## src/rtl/setting_pkg.sv

```systemverilog
// rtl/setting_pkg.sv - shared constants and types for the settings-screen sprite path
//
// Purpose: sprite geometry, colour key, pixel width and mode encoding used by
// setting_sprite_pipe and setting_mode_ctrl.
// Ports: none (package).
package setting_pkg;

  localparam int          SPR_W      = 132;      // 44 source pixels x 3
  localparam int          SPR_H      = 162;      // 54 source pixels x 3
  localparam int          PIX_W      = 16;
  localparam logic [15:0] KEY        = 16'h0000;
  localparam logic        MODE_PLUS  = 1'b0;
  localparam logic        MODE_MINUS = 1'b1;

  typedef enum logic {
    PLUS  = MODE_PLUS,
    MINUS = MODE_MINUS
  } mode_e;

endpackage

```

## src/rtl/setting_mode_ctrl.sv

```systemverilog
// rtl/setting_mode_ctrl.sv - plus/minus sprite select FSM with frame-deferred toggling
//
// Purpose: holds the PLUS/MINUS selection and a pending-toggle flag. Presses
// accumulate (XOR) in pending and are applied only at frame_start, so a frame
// is never drawn with mixed sprites.
// Ports:
//   clk, rst     pixel clock, synchronous active-high reset
//   btn_toggle   one-cycle debounced toggle request
//   frame_start  one-cycle pulse at start of vertical blanking
//   cnt_mode     registered selection: 0 = plus, 1 = minus
module setting_mode_ctrl
  import setting_pkg::*;
(
  input  logic clk,
  input  logic rst,
  input  logic btn_toggle,
  input  logic frame_start,
  output logic cnt_mode
);

  mode_e state_q;
  logic  pending_q;

  always_ff @(posedge clk) begin
    if (rst) begin
      state_q   <= PLUS;
      pending_q <= 1'b0;
    end else if (frame_start) begin
      // A press in the boundary cycle is folded in before the decision.
      if (pending_q ^ btn_toggle) begin
        state_q <= (state_q == PLUS) ? MINUS : PLUS;
      end
      pending_q <= 1'b0;
    end else begin
      pending_q <= pending_q ^ btn_toggle;
    end
  end

  assign cnt_mode = state_q;

endmodule

```

## src/rtl/setting_sprite_pipe.sv

```systemverilog
// rtl/setting_sprite_pipe.sv - sprite address generation and colour-key compositing
//
// Purpose: from the scan counters and sprite origin, produce sprite-relative
// memory addresses, align window/valid/background with the memory latency and
// overlay the returned sprite pixel on the background (KEY is transparent).
// Ports:
//   clk, rst               pixel clock, synchronous active-high reset
//   h_cnt, v_cnt           scan position (10 bits)
//   pix_valid              scan position is in the active area
//   frame_start            start-of-vblank pulse (mode update point)
//   btn_toggle             debounced plus/minus toggle request
//   pos_x, pos_y           sprite origin
//   bg_pixel               background pixel aligned with the scan position
//   ram_data               sprite pixel returned ROM_LAT cycles after address
//   ram_addr_x, ram_addr_y registered sprite-relative address
//   cnt_mode               sprite select, 0 = plus, 1 = minus
//   pix_out, pix_out_valid composited pixel, 2 + ROM_LAT cycles after inputs
module setting_sprite_pipe
  import setting_pkg::*;
#(
  parameter int          SPR_W   = setting_pkg::SPR_W,
  parameter int          SPR_H   = setting_pkg::SPR_H,
  parameter logic [15:0] KEY     = setting_pkg::KEY,
  parameter int          ROM_LAT = 1
) (
  input  logic             clk,
  input  logic             rst,
  input  logic [9:0]       h_cnt,
  input  logic [9:0]       v_cnt,
  input  logic             pix_valid,
  input  logic             frame_start,
  input  logic             btn_toggle,
  input  logic [9:0]       pos_x,
  input  logic [9:0]       pos_y,
  input  logic [PIX_W-1:0] bg_pixel,
  input  logic [PIX_W-1:0] ram_data,
  output logic [7:0]       ram_addr_x,
  output logic [7:0]       ram_addr_y,
  output logic             cnt_mode,
  output logic [PIX_W-1:0] pix_out,
  output logic             pix_out_valid
);

  // Stages between the scan inputs and the cycle ram_data is usable.
  localparam int          DLY   = 1 + ROM_LAT;
  localparam logic [10:0] W11   = 11'(SPR_W);
  localparam logic [10:0] H11   = 11'(SPR_H);

  // Window test at 11 bits so an origin near 1023 clips rather than wraps.
  logic [10:0] x_end, y_end;
  logic        in_win, win_vld;

  assign x_end   = {1'b0, pos_x} + W11;
  assign y_end   = {1'b0, pos_y} + H11;
  assign in_win  = (h_cnt >= pos_x) && ({1'b0, h_cnt} < x_end) &&
                   (v_cnt >= pos_y) && ({1'b0, v_cnt} < y_end);
  assign win_vld = in_win && pix_valid;

  logic [7:0]       addr_x_q, addr_x_d;
  logic [7:0]       addr_y_q, addr_y_d;
  logic [DLY-1:0]   win_dly_q, vld_dly_q;
  logic [PIX_W-1:0] bg_dly_q [DLY];
  logic [PIX_W-1:0] pix_q, pix_d;
  logic             pv_q, pv_d;

  always_comb begin
    addr_x_d = '0;
    addr_y_d = '0;
    // Offsets are < 132 and < 162, so only the low 8 bits matter.
    if (win_vld) begin
      addr_x_d = h_cnt[7:0] - pos_x[7:0];
      addr_y_d = v_cnt[7:0] - pos_y[7:0];
    end
  end

  always_comb begin
    pix_d = bg_dly_q[DLY-1];
    pv_d  = vld_dly_q[DLY-1];
    if (win_dly_q[DLY-1] && (ram_data != KEY)) begin
      pix_d = ram_data;
    end
    if (!vld_dly_q[DLY-1]) begin
      pix_d = '0;
    end
  end

  always_ff @(posedge clk) begin
    if (rst) begin
      addr_x_q  <= '0;
      addr_y_q  <= '0;
      win_dly_q <= '0;
      vld_dly_q <= '0;
      for (int i = 0; i < DLY; i++) begin
        bg_dly_q[i] <= '0;
      end
      pix_q     <= '0;
      pv_q      <= 1'b0;
    end else begin
      addr_x_q  <= addr_x_d;
      addr_y_q  <= addr_y_d;
      win_dly_q <= {win_dly_q[DLY-2:0], win_vld};
      vld_dly_q <= {vld_dly_q[DLY-2:0], pix_valid};
      bg_dly_q[0] <= bg_pixel;
      for (int i = 1; i < DLY; i++) begin
        bg_dly_q[i] <= bg_dly_q[i-1];
      end
      pix_q     <= pix_d;
      pv_q      <= pv_d;
    end
  end

  assign ram_addr_x    = addr_x_q;
  assign ram_addr_y    = addr_y_q;
  assign pix_out       = pix_q;
  assign pix_out_valid = pv_q;

  setting_mode_ctrl u_mode_ctrl (
    .clk         (clk),
    .rst         (rst),
    .btn_toggle  (btn_toggle),
    .frame_start (frame_start),
    .cnt_mode    (cnt_mode)
  );

endmodule

```

## config.mk

```make
export PLATFORM = sky130hd
export DESIGN_NAME = setting_sprite_pipe
export DESIGN_NICKNAME = d
export VERILOG_FILES = /design/src/rtl/setting_pkg.sv /design/src/rtl/setting_mode_ctrl.sv /design/src/rtl/setting_sprite_pipe.sv
export SDC_FILE = /design/constraint.sdc
export NUM_CORES = 1
export LEC_CHECK = 0
export CAP_MARGIN = 20
export CORE_MARGIN = 1
export CORE_UTILIZATION = 50
export DETAILED_ROUTE_END_ITERATION = 7
export GPL_ROUTABILITY_DRIVEN = 0
export GPL_TIMING_DRIVEN = 0
export PLACE_DENSITY = 0.86
export SYNTH_ARGS = -nofsm -noshare
export SYNTH_HDL_FRONTEND = slang
export SYNTH_SLANG_ARGS = --single-unit
```

## constraint.sdc

```tcl
create_clock -name clk -period 3.7 [get_ports clk]
set_input_delay 0.37 -clock clk [delete_from_list [all_inputs] [get_ports clk]]
set_output_delay 0.37 -clock clk [all_outputs]
set_load 0.005 [all_outputs]
```

=== After elaboration in Yosys (flattened, before gate mapping) ===
Memories as Yosys holds them, arrays and structs flattened.
Cells that the tools add are included.

* Add/sub/neg operators: 4
* Magnitude comparators: 4
* Bitwise logic cells: 5
* Reduce and logical (&&, ||, !) cells: 10
* Multiplexer cells: 7

{| class="wikitable"
|+ Operators by type and width
! kind !! count
|-
| $mux 16 || 3
|-
| $add 10x8->11 const B || 2
|-
| $lt 10x11->1 || 2
|-
| $ge 10x10->1 || 2
|-
| $reduce_bool 16->1 || 1
|-
| $sub 8x8->8 || 2
|-
| $reduce_or 2->1 || 3
|-
| $logic_and 1x1->1 || 5
|-
| $mux 1 || 4
|-
| $not 1->1 || 2
|-
| $or 1x1->1 || 2
|-
| $reduce_and 2->1 || 1
|-
| $xor 1x1->1 || 1
|}

* Bits in registers: 39
* Memories: 1
* Memory bits (writable): 32
* Input port bits: 77
* Logic and storage cells: 39
* Output and inout port bits: 34

{| class="wikitable"
|+ Memory list
! name !! depth !! width !! rd ports !! clocked after memory_dff !! write ports !! line !! text
|-
| bg_dly_q || 2 || 16 || 2 || 0 || 2 || setting_sprite_pipe.sv:62 || <nowiki>logic [PIX_W-1:0] bg_dly_q [DLY];</nowiki>
|}

=== Depth between registers and ports, before layout ===
Gate-level depths: netlist of the first run.

* Depth in word-level cells: 8
* Depth in mapped cells: 12
* Depth with buffers taken out: 11

=== Modules after synthesis ===
Synthesis of the first run repeated with hierarchy kept, for this count alone.

* Cell total of the unflattened synthesis: 375
* Area total of the unflattened synthesis: 3498.4 µm²

{| class="wikitable"
|+ Modules (own cells, without submodules)
! module !! seq. area each (µm²) !! cells an instance !! times used !! area each (µm²)
|-
| setting_sprite_pipe || 1381.3 || 367 || 1 || 3413.3
|-
| setting_mode_ctrl || 40.0 || 8 || 1 || 85.1
|}

=== Worst setup path before layout of the first run ===
Ideal clock, no wire load.

* Kind: input to register
* Start: in pos_x[2]
* End: reg addr_y_q[4], in the netlist ram_addr_y[4]
* Path slack: 1386 ps
* Data arrival time: 2249 ps
* Buffers on the path: 1
* Data required time: 3636 ps
* Stages on the path: 11
* Setup time: 64 ps
* Cells stage by stage: ha_1 -> nand3_1 -> o21ai_0 -> xnor2_1 -> ha_1 -> a21oi_1 -> nor2b_1 -> o31ai_1 -> nand4_4 -> buf_6 -> nor2_1

* Word-level cells in the longest chain between the ends: 8
* Elaborated cells on any way between the ends: 9
* Classes of those cells: add/sub (1); order compare (2); bitwise (1); reduce/logical (5)

{| class="wikitable"
|+ Ends and longest elaborated chain
! element !! line !! text
|-
| start, declared || setting_sprite_pipe.sv:33 || <nowiki>input logic [9:0] pos_x,</nowiki>
|-
| $add 10x8->11 || setting_sprite_pipe.sv:53 || <nowiki>assign x_end = {1'b0, pos_x} + W11;</nowiki>
|-
| $lt 10x11->1 || setting_sprite_pipe.sv:55 || <nowiki>assign in_win = (h_cnt >= pos_x) && ({1'b0, h_cnt} < x_end) &&</nowiki>
|-
| $logic_and 1x1->1 * (2 in series) || setting_sprite_pipe.sv:55 ||
|-
| $logic_and 1x1->1 * || setting_sprite_pipe.sv:56 || <nowiki>(v_cnt >= pos_y) && ({1'b0, v_cnt} < y_end);</nowiki>
|-
| $logic_and 1x1->1 * || setting_sprite_pipe.sv:57 || <nowiki>assign win_vld = in_win && pix_valid;</nowiki>
|-
| $not 1->1 (no line) * || n/a ||
|-
| $reduce_or 2->1 (no line) * || n/a ||
|-
| end signal, assigned || setting_sprite_pipe.sv:100 || <nowiki>addr_y_q <= addr_y_d;</nowiki>
|-
| end, declared || setting_sprite_pipe.sv:60 || <nowiki>logic [7:0] addr_y_q, addr_y_d;</nowiki>
|}

Every way passes the cells marked *; elsewhere a longest branch is shown, timed or not.
A chain may end at the register's enable or synchronous reset.

=== Worst setup path in the final report of the first run ===
* Start: in pos_x[2]
* End: reg addr_x_q[2], in the netlist ram_addr_x[2]

* Word-level cells in the longest chain between the ends: 8
* Elaborated cells on any way between the ends: 10
* Classes of those cells: add/sub (2); order compare (2); bitwise (1); reduce/logical (5)

{| class="wikitable"
|+ Ends and longest elaborated chain
! element !! line !! text
|-
| $add 10x8->11 || setting_sprite_pipe.sv:53 ||
|-
| $lt 10x11->1 || setting_sprite_pipe.sv:55 ||
|-
| $logic_and 1x1->1 (2 in series) || setting_sprite_pipe.sv:55 ||
|-
| $logic_and 1x1->1 || setting_sprite_pipe.sv:56 ||
|-
| $logic_and 1x1->1 || setting_sprite_pipe.sv:57 ||
|-
| $not 1->1 (no line) || n/a ||
|-
| $reduce_or 2->1 (no line) || n/a ||
|-
| end signal, assigned || setting_sprite_pipe.sv:99 || <nowiki>addr_x_q <= addr_x_d;</nowiki>
|-
| end, declared || setting_sprite_pipe.sv:59 || <nowiki>logic [7:0] addr_x_q, addr_x_d;</nowiki>
|}

Several ways; a longest one is shown, not always the timed one.

==> results of run 1 <==
[cells by family (layout without fill, tap and decap cells)]
logic type	count (synthesis)	in the layout	share of synthesized area
AO/OA/AOI/OAI	71	71	0.1308
flip-flops	71	71	0.4116
AND/OR/NAND/NOR	137	137	0.2051
buffers and inverters	36	162	0.04130
XOR/XNOR	23	23	0.05833
adder cells (fa/ha/maj)	41	41	0.1529
[registers in the layout, indices dropped and copies added (netlist names)]
register and count:
bg_dly_q 32, pix_out 16, ram_addr_x 8, ram_addr_y 8, vld_dly_q 2, win_dly_q 2, pix_out_valid 1, u_mode_ctrl.cnt_mode 1
u_mode_ctrl.pending_q 1
[power breakdown]
| part | leakage [nW] | total [W] | internal (W) | switching [W] |
|---|---|---|---|---|
| Sequential | 0.580 | 0.000794 | 0.000788 | 0.00000589 |
| Clock | 0.0981 | 0.000597 | 0.000326 | 0.000271 |
| Combinational | 1.31 | 0.000348 | 0.000192 | 0.000156 |
| Total | 1.99 | 0.00174 | 0.00131 | 0.000433 |
[worst max-delay path, stage by stage]
cell                              delay [ns]
sky130_fd_sc_hd__clkdlybuf4s50_1        0.53
sky130_fd_sc_hd__ha_1                   0.20
sky130_fd_sc_hd__nand3_1                0.12
sky130_fd_sc_hd__o21ai_0                0.28
sky130_fd_sc_hd__xnor2_1                0.18
sky130_fd_sc_hd__ha_1                   0.29
sky130_fd_sc_hd__a21oi_1                0.16
sky130_fd_sc_hd__nor2b_1                0.06
sky130_fd_sc_hd__o31ai_1                0.38
sky130_fd_sc_hd__nand4_4                0.23
sky130_fd_sc_hd__buf_6                  0.20
sky130_fd_sc_hd__nor2_1                 0.11
[per-layer routing]
layer  share of wire  wire length (um)  up-vias  global-route usage
li1                -                 -     1522                   -
met1            0.41              3037     1331              0.2338
met2            0.53              3942       82              0.4091
met3           0.047               352        9             0.04086
met4           0.011                78        0             0.08166
met5               0                 0        -                   0
[cells in the mapped netlist, types with 2 or more instances]
master | number | area share
sky130_fd_sc_hd__nor4_1 | 4 | 0.0072
sky130_fd_sc_hd__ha_1 | 39 | 0.14
sky130_fd_sc_hd__o21a_1 | 5 | 0.011
sky130_fd_sc_hd__a21oi_1 | 28 | 0.041
sky130_fd_sc_hd__or3_1 | 2 | 0.0036
sky130_fd_sc_hd__xor2_1 | 4 | 0.010
sky130_fd_sc_hd__nand2b_1 | 7 | 0.013
sky130_fd_sc_hd__nor3_1 | 7 | 0.010
sky130_fd_sc_hd__fa_1 | 2 | 0.012
sky130_fd_sc_hd__nand4_1 | 3 | 0.0054
sky130_fd_sc_hd__o211ai_1 | 2 | 0.0043
sky130_fd_sc_hd__xnor2_1 | 19 | 0.048
sky130_fd_sc_hd__dfxtp_1 | 71 | 0.41
sky130_fd_sc_hd__clkbuf_1 | 9 | 0.0098
sky130_fd_sc_hd__nand3_1 | 5 | 0.0072
sky130_fd_sc_hd__nor2b_1 | 40 | 0.072
sky130_fd_sc_hd__a21o_1 | 2 | 0.0043
sky130_fd_sc_hd__inv_1 | 26 | 0.028
sky130_fd_sc_hd__o21ai_0 | 16 | 0.023
sky130_fd_sc_hd__nand2_1 | 37 | 0.040
sky130_fd_sc_hd__o31ai_1 | 2 | 0.0043
sky130_fd_sc_hd__o31a_1 | 2 | 0.0051
sky130_fd_sc_hd__nor2_1 | 26 | 0.028
sky130_fd_sc_hd__a211oi_1 | 3 | 0.0065
sky130_fd_sc_hd__and2_1 | 2 | 0.0036
sky130_fd_sc_hd__a211o_1 | 2 | 0.0051
[path summary, 6_finish.rpt]
path	slack, ns	to	from
max	0.84	ram_addr_x[2]	pos_x[2]
min	0.43	bg_dly_q[0][17]	bg_dly_q[0][1]
min reg2reg	0.43	bg_dly_q[0][17]	bg_dly_q[0][1]
max reg2reg	2.26	pix_out[11]	win_dly_q[1]
[metrics by stage]
| step | area [sq um] | hold WS, ns |
|---|---|---|
| after floorplan | 3453 | 0.4138 |
| after global placement | 4651 | 0.4174 |
| after detailed placement | 4651 | 0.4220 |
| after CTS | 4848 | 0.4331 |
| after global routing | 4848 | 0.4485 |
| final | 4848 | 0.4285 |
[cell type report]
type	instances	area, sq um
clock inverters	6	60.06
inverters	26	97.59
flip-flops and latches	71	1421
repair buffers	110	1101
fillers	494	1647
plain buffers	10	45.04
multi-input cells	272	1889
well taps	77	96.34
clock buffers	10	137.6
==> qor.log, run 1 <==
qor: clock_network.clk_path_buf_depth 2
qor: power.p_per_area 358.6 mW/mm^2
qor: layout.fin_util 0.7465
qor: clock_network.tritoncts.num_buffers 9
qor: timing.totalNegativeSetupSlack 0 ns
qor: detailed_routing.remaining_drc_errors 0
qor: synth.ys_async_sr_fraction 0
qor: timing.max_freq 0.3497 GHz
qor: detailed_routing.via_per_inst 5.058
qor: clock_network.tritoncts_clock_tree yes
qor: worst_setup_path.critical_path_peak_fanout 10
qor: place.port_buffers 110
qor: worst_setup_path.worstPathArrival 3.12 ns
qor: worst_setup_path.critPathCaptureType register
qor: synth.synth-seq-cells 71
qor: worst_setup_path.worst_setup_path_start_kind input port
qor: floorplanning.num_io_pins 111
qor: timing.tightestPinTransition 0.4730 ns
qor: detailed_routing.routed_wirelength 7411 um
qor: timing.slew-limit-headroom 0.6805
qor: clock_network.clkLatencyLatePin 0.32 ns
qor: detailed_routing.vias 2,944
qor: place.dp_cell_count 566
qor: grt.antenna_found_initial 0
qor: grt.pin_count_of_the_biggest_net_entering_global_routing 13
qor: synth.mappedNetlistNets 497
qor: grt.grt_pass1_vias 2,897
qor: detailed_routing.detail_route.first_pass.iterations 4
qor: timing.grt_setup_unrepaired false
qor: clock_network.postCtsHoldBufs 0
qor: power.total_power 0.001739 W
qor: worst_setup_path.critical_path_required 3.96 ns
qor: layout.finalNetCount 618
qor: power.peakVddDrop 0.1955 mV
qor: worst_setup_path.path_class in2reg
qor: synth.synth_seq_area_share 0.4116
qor: layout.antenna_cells 0
qor: timing.post-route-min-period 2.859 ns
qor: detailed_routing.ant_nets 0
qor: timing.final_hold_viol_count 0
qor: synth.synthesis.yosys.warnings 0
qor: grt.groute.usage.overall 0.2148
qor: layout.finish.cell_count_without_fillers 582
qor: detailed_routing.avgRoutedWirePerCell 12.73 um
qor: floorplanning.std_cell_rows 29
qor: floorplanning.floorplan.die_area 0.007243 sq mm
qor: place.hpwlAfterDp 6012 um
qor: worst_hold_path.worst_hold_path.num_cells 1
qor: clock_network.ctsHtreeMaxLevel 3
qor: timing.timing.final.ws_setup 0.8407 ns
qor: timing.setup_violations 0
qor: grt.grt_overflow_total 0
qor: worst_hold_path.worstHoldPathType reg2reg
qor: place.post-place-ws 0.4997 ns
qor: synth.synth_edf_count 0
qor: synth.synth_cells 379
qor: worst_setup_path.cells_on_worst_reg2reg_path 5
qor: clock_network.cts.repair_timing.setup_buffer_count 0
qor: detailed_routing.initialDrtViolationCount 62
qor: layout.drive_gt1_frac 0.04752
qor: synth.synth_area_per_cell 9.112 sq um
qor: floorplanning.coreArea 0.006495 sq mm
qor: clock_network.clock-sinks 71
qor: layout.mostFrequentLayoutCells sky130_fd_sc_hd__clkdlybuf4s50_1 (110), sky130_fd_sc_hd__dfxtp_1 (71), sky130_fd_sc_hd__nor2b_1 (40)
qor: timing.fin_worst_skew 0.006866 ns
qor: floorplanning.initial_utilization 0.5317
qor: flow_run.timing.max_cap.violations 0
qor: grt.grt_first_pass_wirelength 12,360 um
qor: layout.most_common_cell_after_layout_fill_and_taps_aside sky130_fd_sc_hd__clkdlybuf4s50_1
qor: synth.yosysUniqueCellTypes 40
qor: synth.synth-main-ff-cell sky130_fd_sc_hd__dfxtp_1
qor: floorplanning.chipHeight 85.11 um
qor: timing.min_period_over_period 0.7728
qor: power.p_leak 1.987 nW
qor: timing.timing_max_transition_violations_final 0
qor: floorplanning.die_x 85.11 um
qor: layout.synthToLayoutAreaGrowth 40.40%
qor: synth.netlist_area 0.003453 sq mm
qor: clock_network.cts-resized-gates 0
qor: outcome.status complete, no violations
qor: clock_network.root_buffer sky130_fd_sc_hd__clkbuf_8
qor: clock_network.worst_path_clk_slew 0.07 ns
Note: power is estimated with default switching activity, not from simulation.
==> run 2, diff against run 1 <==
- CORE_UTILIZATION: 50 -> 46
- PLACE_DENSITY: 0.86 -> 0.8
- clock period: 3.7 -> 2.75 ns (I/O delays scaled with it)
==> run 2 against run 1 <==
Count of clock-buffer cells in the layout stayed put. Global-route usage is 3.7 points lower. Power is 35% higher. Largest power group unchanged. Utilization down 6.3 points. Sequential share of layout area decreased by 0.65 points. Critical path type unchanged. Sequential cell count stayed put. Setup slack worse by 0.69 ns. Register-to-register slack worse by 0.91 ns. Cell count rose by 4.3%. Non-clock buffer count increased by 2. Worst hold slack better by 0.0031 ns.
==> qor.log, run 2 (synthesized netlist as in run 1, its figures left out) <==
qor: flow_run.timing.max_cap.violations 0
qor: timing.hold-worst-slack 0.4316 ns
qor: detailed_routing.detail_route.first_pass.iterations 4
qor: worst_hold_path.worst_hold_path.num_cells 1
qor: power.p_leak 2.009 nW
qor: layout.drive_gt1_frac 0.05906
qor: grt.pin_count_of_the_biggest_net_entering_global_routing 14
qor: worst_setup_path.critical_path_required 3.02 ns
qor: clock_network.tritoncts_clock_tree yes
qor: floorplanning.coreArea 0.007253 sq mm
qor: detailed_routing.vias 2,913
qor: power.share_seq_of_total_power 0.453
qor: floorplanning.die_x 88.65 um
qor: timing.tightestPinTransition 0.4156 ns
qor: worst_setup_path.crit_path_max_incr_delay 0.46 ns
qor: clock_network.clk_path_buf_depth 2
qor: worst_setup_path.rr_startpoint win_dly_q[1]
qor: grt.grt_first_pass_wirelength 10,910 um
qor: layout.top_register bg_dly_q
qor: worst_setup_path.worstPathArrival 2.86 ns
qor: power.peakVddDrop 0.2097 mV
qor: worst_setup_path.path_class in2reg
qor: worst_setup_path.rrSetupSlack 1.35 ns
qor: grt.grt_pass1_vias 2,665
qor: layout.antenna_cells 0
qor: place.port_buffers 110
qor: layout.finalNetCount 621
qor: timing.fin_worst_skew 0.007007 ns
qor: floorplanning.num_io_pins 111
qor: worst_setup_path.cells_on_worst_reg2reg_path 5
qor: detailed_routing.routed_wirelength 6982 um
qor: timing.slew-limit-headroom 0.7213
qor: layout.final_area 0.004959 sq mm
qor: place.post_dp_cell_area 0.004678 sq mm
qor: place.hpwlAfterDp 5594 um
qor: clock_network.ctsHtreeMaxLevel 3
qor: power.total_power 0.002355 W
qor: clock_network.worst_path_clk_slew 0.08 ns
qor: power.switching_share 0.2570
qor: worst_setup_path.worst_setup_path_start_kind input port
qor: layout.synthToLayoutAreaGrowth 43.59%
qor: layout.most_common_cell_after_layout_fill_and_taps_aside sky130_fd_sc_hd__clkdlybuf4s50_1
qor: floorplanning.std_cell_rows 31
qor: power.combinationalPowerShare 0.204
qor: clock_network.postCtsHoldBufs 0
qor: grt.groute.usage.overall 0.1775
qor: clock_network.clock-sinks 71
qor: worst_setup_path.critical_path_peak_fanout 5
qor: outcome.status complete, no violations
qor: power.internal_power 0.001750 W
qor: layout.mostFrequentLayoutCells sky130_fd_sc_hd__clkdlybuf4s50_1 (109), sky130_fd_sc_hd__dfxtp_1 (71), sky130_fd_sc_hd__nor2b_1 (40)
qor: floorplanning.chipHeight 88.65 um
qor: grt.antenna_found_initial 0
qor: clock_network.root_buffer sky130_fd_sc_hd__clkbuf_8
qor: power.clock_power_share 0.343
qor: power.power.net_switching 0.0006054 W
qor: grt.grt_overflow_total 0
qor: detailed_routing.via_per_inst 4.799
qor: timing.max_freq 0.3853 GHz
qor: detailed_routing.avgRoutedWirePerCell 11.50 um
qor: floorplanning.floorplan.die_area 0.007858 sq mm
qor: layout.largest_register_ffs 32
qor: worst_setup_path.timing.rr.end pix_out[11]
qor: worst_hold_path.timing.hold.worst_endpoint bg_dly_q[0][30]
qor: timing.min_period_over_period 0.9437
qor: power.p_per_area 475.0 mW/mm^2
qor: timing.final_hold_viol_count 0
qor: clock_network.tritoncts.num_buffers 9
qor: worst_setup_path.critPathCaptureType register
qor: clock_network.clkLatencyLatePin 0.33 ns
qor: worst_setup_path.critical-path-slowest-cell sky130_fd_sc_hd__clkdlybuf4s50_1
qor: worst_setup_path.crit_chain clkdlybuf4s50_1 > ha_1 > and3_2 > nor2_2 > nor2_2 > o21ai_1 > xnor2_1 > ha_1 > a211o_1 > o221ai_4 > nand4_4 > clkbuf_16 > nor2_1
qor: detailed_routing.initialDrtViolationCount 38
qor: timing.setup_violations 0
qor: worst_hold_path.worst_hold_startpoint bg_dly_q[0][14]
qor: worst_setup_path.crit_start pos_y[2]
qor: detailed_routing.remaining_drc_errors 0
qor: detailed_routing.ant_nets 0
qor: timing.post-route-min-period 2.595 ns
qor: timing.timing_max_transition_violations_final 0
qor: floorplanning.initial_utilization 0.4761
qor: worst_hold_path.worstHoldPathType reg2reg
-- run 2: changes by cell type in the layout (fill, tap and decap cells not counted), sizes merged --
| cell | change |
|---|---|
| buf | +1 |
| clkbuf | +1 |
| clkdlybuf4s50 | -1 |
| clkinv | -2 |
| clkinvlp | +1 |
| dlygate4sd2 | +1 |
| inv | +1 |
| nand4 | +1 |
-- run 2: cell type report --
| type | count | area (sq um) |
|---|---|---|
| Fill cell | 575 | 2295 |
| Clock buffer | 10 | 127.6 |
| Sequential cell | 71 | 1421 |
| Inverter | 26 | 97.59 |
| Timing Repair Buffer | 112 | 1132 |
| Buffer | 10 | 48.80 |
| Tap cell | 99 | 123.9 |
| Multi-Input combinational cell | 273 | 1937 |
| Clock inverter | 6 | 70.07 |
-- run 2: power by group through the flow --
stage	registers, W	logic [W]	clock network, W
after floorplan	0.00109	0.000266	0
after global placement	0.00109	0.000449	0
after detailed placement	0.00109	0.000460	0
after CTS	0.00107	0.000464	0.000827
after global routing	0.00107	0.000534	0.000878
final	0.00107	0.000481	0.000807
-- run 2: how the worst max path moves through the flow --
stage | cells past startpoint | slack, ns | endpoint
floorplan | 11 | 0.53 | ram_addr_y[4]
detailed placement | 13 | -0.40 | ram_addr_x[2]
finish | 13 | 0.15 | ram_addr_x[3]
global placement | 13 | -0.31 | ram_addr_y[6]
global route | 13 | -0.03 | ram_addr_x[2]
CTS | 12 | 0.08 | ram_addr_x[2]
-- run 2: timing repair --
item                       4_1_cts  5_1_grt
cloned                           0        2
setup buffers                    0        1
pin swaps                        0        1
gates resized for setup          2        9
setup endpoints to repair        8        9
-- run 2: metrics by stage --
stage | util | setup TNS, ns | worst slack (ns) | std cells
final | 0.6836 | 0 | 0.1548 | 607
after global routing | 0.6836 | -0.1265 | -0.03496 | 607
after CTS | 0.6728 | 0 | 0.08047 | 604
after detailed placement | 0.6450 | -5.300 | -0.3971 | 588
after global placement | 0.6450 | -4.161 | -0.3063 | 588
after floorplan | - | 0 | 0.5315 | 379
-- run 2: layer usage --
metal | global-route usage | up-vias | wire length (um)
met5 | 0 | - | 0
met4 | 0.04839 | 0 | 74
met3 | 0.04664 | 7 | 376
met2 | 0.3322 | 80 | 3620
met1 | 0.1971 | 1294 | 2911
li1 | - | 1532 | -
-- run 2: critical path, delay by kind of cell --
| kind | cells | cell delay (ns) |
|---|---|---|
| xor gates and xnor gates | 1 | 0.09 |
| and+or+nand+nor | 5 | 0.70 |
| AOI/OAI and AO/OA | 3 | 0.68 |
| buffers and inverters | 2 | 0.67 |
| adders and majority gates | 2 | 0.46 |
